**src/rtl/mux_arb.sv**
```systemverilog
// N-channel input multiplexer/arbiter feeding a single registered output entry.
// Selection is either direct (sel) or round-robin over the valid inputs.
module mux_arb #(
    parameter int WIDTH = 32,
    parameter int NCH   = 4,
    parameter int MODE  = 0,
    localparam int SW   = ($clog2(NCH) < 1) ? 1 : $clog2(NCH)
) (
    input  logic                 clk,
    input  logic                 rst,
    input  logic [NCH*WIDTH-1:0] in_data,
    input  logic [NCH-1:0]       in_valid,
    output logic [NCH-1:0]       in_ready,
    input  logic [SW-1:0]        sel,
    output logic [WIDTH-1:0]     out_data,
    output logic [SW-1:0]        out_ch,
    output logic                 out_valid,
    input  logic                 out_ready
);

    // Handshake: a word moves across a port on any rising edge where that
    // port's valid and ready are both high; valid never waits on ready.
    logic             load;
    logic             hit;
    logic             xfer;
    logic [SW-1:0]    gnt;
    logic [SW-1:0]    ptr;
    logic [WIDTH-1:0] gnt_data;

    assign load = !out_valid || out_ready;
    assign xfer = hit && load && !rst;

    always_comb begin
        int idx;
        hit = 1'b0;
        gnt = '0;
        idx = 0;
        if (MODE == 0) begin
            // Out-of-range sel values match no channel, so they never grant.
            for (int i = 0; i < NCH; i++) begin
                if (sel == SW'(i) && in_valid[i]) begin
                    hit = 1'b1;
                    gnt = SW'(i);
                end
            end
        end else begin
            // Search ptr+1 .. ptr (inclusive) with an explicit wrap so NCH
            // need not be a power of two.
            for (int k = 1; k <= NCH; k++) begin
                idx = int'(ptr) + k;
                if (idx >= NCH) idx = idx - NCH;
                if (!hit && in_valid[idx]) begin
                    hit = 1'b1;
                    gnt = SW'(idx);
                end
            end
        end
    end

    always_comb begin
        in_ready = '0;
        for (int i = 0; i < NCH; i++) begin
            in_ready[i] = xfer && (gnt == SW'(i));
        end
    end

    always_comb begin
        gnt_data = '0;
        for (int i = 0; i < NCH; i++) begin
            if (gnt == SW'(i)) gnt_data = in_data[i*WIDTH +: WIDTH];
        end
    end

    always_ff @(posedge clk or posedge rst) begin
        if (rst) begin
            out_data  <= '0;
            out_ch    <= '0;
            out_valid <= 1'b0;
            ptr       <= '0;
        end else begin
            if (xfer) begin
                out_data  <= gnt_data;
                out_ch    <= gnt;
                out_valid <= 1'b1;
                if (MODE == 1) ptr <= gnt;
            end else if (out_valid && out_ready) begin
                out_valid <= 1'b0;
            end
        end
    end

endmodule

```
**config.mk**
```make
export PLATFORM = sky130hd
export DESIGN_NAME = mux_arb
export DESIGN_NICKNAME = d
export VERILOG_FILES = /design/src/rtl/mux_arb.sv
export SDC_FILE = /design/constraint.sdc
export NUM_CORES = 1
export LEC_CHECK = 0
export ABC_CLOCK_PERIOD_IN_PS = 2200
export CAP_MARGIN = 20
export CORE_MARGIN = 10
export CORE_UTILIZATION = 33
export CTS_CLUSTER_SIZE = 28
export DETAILED_ROUTE_END_ITERATION = 8
export PLACE_DENSITY_LB_ADDON = 0.15
export SETUP_SLACK_MARGIN = 0.05
export SYNTH_ARGS = -nofsm -noshare
export SYNTH_HDL_FRONTEND = slang
export SYNTH_SLANG_ARGS = --single-unit
export TNS_END_PERCENT = 5
```
**constraint.sdc**
```tcl
create_clock -name clk -period 2.2 [get_ports clk]
set_input_delay 0.22 -clock clk [delete_from_list [all_inputs] [get_ports clk]]
set_output_delay 0.22 -clock clk [all_outputs]
set_load 0.01 [all_outputs]
```
==> flow_summary_export.csv <==
group,metric,value,unit
power_and_ir_drop,p_leak,1.73,nW
drt,drc_errors,0,
finish,drive_gt1_share,6.24,%
floorplan,fp-row-count,29,
power_and_ir_drop,power_density,574,nW/um^2
drt,drt_first_pass_iters,4,
clocking,cts_hold_buf,0,
power_and_ir_drop,peakVddDrop,0.358,mV
global_route,grtUsageMet3,8.37,%
worst_setup_path,start_kind,"input pin",
flow_run,drv_cap,0,
worst_hold_path,hold_class,"reg -> reg",
worst_setup_path,required,1980,ps
timing,drv_slew,0,
floorplan,io_pins,176,
synth,yosysWarningCount,0,
timing,rsz0062_at_grt,"no",
timing,finalCritPeriodShare,91.3,%
placed_design,io_buffers,175,
clocking,clockBufferDepth,2,
synth,synth_edf_count,0,
drt,initialDrtViolationCount,100,
clocking,cts_made_buffers,5,
worst_setup_path,r2r_setup_slack,930,ps
worst_setup_path,timing.critical_path.to,"in_ready[2]",
clocking,cts.clk_slew.worst_paths,70,ps
timing,hold_viol,0,
floorplan,die_area,10300,sq um
timing,timing.hold.ws,474,ps
finish,fin_nets,554,
finish,register_area,876,sq um
finish,multi_input_area,1140,sq um
timing,final-setup-viol-count,0,
timing,worst_pin_slew,486,ps
finish,fillers,581,
worst_setup_path,ff2ff_path_depth,4,
floorplan,core,6390,sq um
timing,slew_headroom,67.6,%
synth,synth_ff_type,"dfrtp_1",
drt,avgViaCountPerCell,5.25,
floorplan,start_util,34.1,%
floorplan,die_w,101,um
status,status,"finished, final reports clean",
placed_design,dp.final_hpwl,7420,um
worst_setup_path,r2r_start,"out_valid",
worst_hold_path,hold_start,"out_data[5]",
finish,num_antenna_cells,0,
drt,postRouteAntennaNets,0,
clocking,clock_sinks,35,
drt,vias,2594,
synth,yosysMostFrequentCell,"nand2_1",
global_route,grt_busiest_layer,"met2",
synth,yosys-top-cells-count,"nand2_1 (37), dfrtp_1 (35), nor2_1 (34)",
global_route,grt_usage,17.4,%
clocking,cts_tree,"done",
global_route,grt_use_met1,18.3,%
synth,synthArstFlopShare,100,%
synth,ys_ff_latch,35,
worst_setup_path,startpoint,"sel[1]",
global_route,grt_max_degree,39,
worst_setup_path,r2r_end,"out_data[22]",
drt,wl_per_cell,18.9,um
clocking,clock_latency,280,ps
worst_setup_path,crit_fanout,6,
synth,synth_area_per_cell,8.83,sq um
synth,syn_area,2180,sq um
worst_setup_path,cp.arrival,1790,ps
synth,yosysTopAreaCell,"dfrtp_1",
placed_design,place.gp.congestion,0.777,
synth,syn_nets,384,
timing,finClkSkew,3.57,ps
global_route,grt_pass1_wl,14300,um
synth,seq_area_frac_synth,40.2,%
synth,synthDistinctLibCells,24,
clocking,post_cts_buffers,0,
synth,syn_inst,247,
floorplan,dieHeight,101,um
worst_setup_path,end_kind,"primary output",
clocking,cts-root-buf,"clkbuf_8",
synth,synth_area_leaders,"dfrtp_1 (40%), a221o_1 (15%), o31ai_1 (11%), a21oi_1 (7.3%), nand2_1 (6.4%)",
global_route,gr-usage-met2,30.8,%
worst_setup_path,critPathKind,"in -> out",
finish,syn_to_final_growth,87.7,%
synth,yosys.area.top_type_share,40.2,%
global_route,antenna_found_initial,0,
clocking,htreeDepth,2,
drt,wl,9350,um
timing,period_needed,2010,ps
timing,fmax,498,MHz
timing,tns,0,ps
global_route,overflow,0,
global_route,grt_pass1_vias,2777,
[state kept, by name, summed over array words and instances (netlist names)]
name	count
out_data	32
out_ch	2
out_valid	1
[cell usage in the layout, fill, tap and decap left out, drive strengths merged, types with 3 or more instances in the layout]
| cell type | n |
|---|---|
| buf | 14 |
| a221o | 32 |
| a21oi | 32 |
| clkbuf | 6 |
| nor2 | 35 |
| o21ai | 3 |
| o31ai | 32 |
| nand2 | 37 |
| clkdlybuf4s50 | 172 |
| dfrtp | 35 |
[repair_timing]
action / 4_1_cts / 5_1_grt
resized for setup: 1 / 4
endpoints found under the setup margin: 3 / 2
gates cloned: 0 / 0
[logic make-up (layout without fill, tap and decap cells)]
kind of cell	after synthesis	after routing	share of synthesized area [%]
DFF	35	35	40.2
and+or+nand+nor	81	81	15.6
buffers and inverters	28	198	8.20
muxes	3	3	2.01
AOI/OAI and AO/OA	100	100	34.0
[metrics by stage]
step,power [mW],instances,instance area (sq um),worst slack (ps),utilization [%]
6_report,2.35,494,4090,192,64.1
5_1_grt,2.50,494,4090,140,64.1
4_1_cts,2.39,494,4070,7.09,63.8
3_5_place_dp,1.91,487,3990,4.66,62.4
3_3_place_gp,1.88,487,3990,30.9,62.4
2_1_floorplan,1.26,247,2180,114,-
[critical path, stage by stage]
cell	delay (ps)
clkdlybuf4s50_1	550
and3b_1	290
and3_1	180
clkdlybuf4s50_1	550
[final cells by class]
cell class / count / area share (%)
clock buffers: 6 / 2.02
well taps: 77 / 2.35
multi-input cells: 184 / 27.9
inverters: 2 / 0.183
clock inverters: 1 / 0.122
repair buffers: 189 / 46.1
flip-flops and latches: 35 / 21.4
[report_power, final]
part           switching, mW  total, mW  internal [mW]
Clock                  0.224      0.470          0.246
Sequential            0.0734      0.864          0.791
Combinational          0.397       1.02          0.620
Total                  0.694       2.35           1.66
[worst min path at each step]
stage                              end  depth (start not counted)
after floorplan              out_ch[1]                          2
after global placement    out_data[23]                          2
after detailed placement  out_data[29]                          2
after CTS                 out_data[29]                          2
final                      out_data[5]                          2
after global routing       out_data[1]                          2
[per-layer routing]
layer	wire length, um	share of wire [%]	vias to the layer above
met1	3580	38	1209
li1	-	-	1265
met2	4640	50	110
met4	130	1.4	0
met5	0	0	-
met3	1000	11	10
No activity file was read; power rests on OpenSTA's default activity.
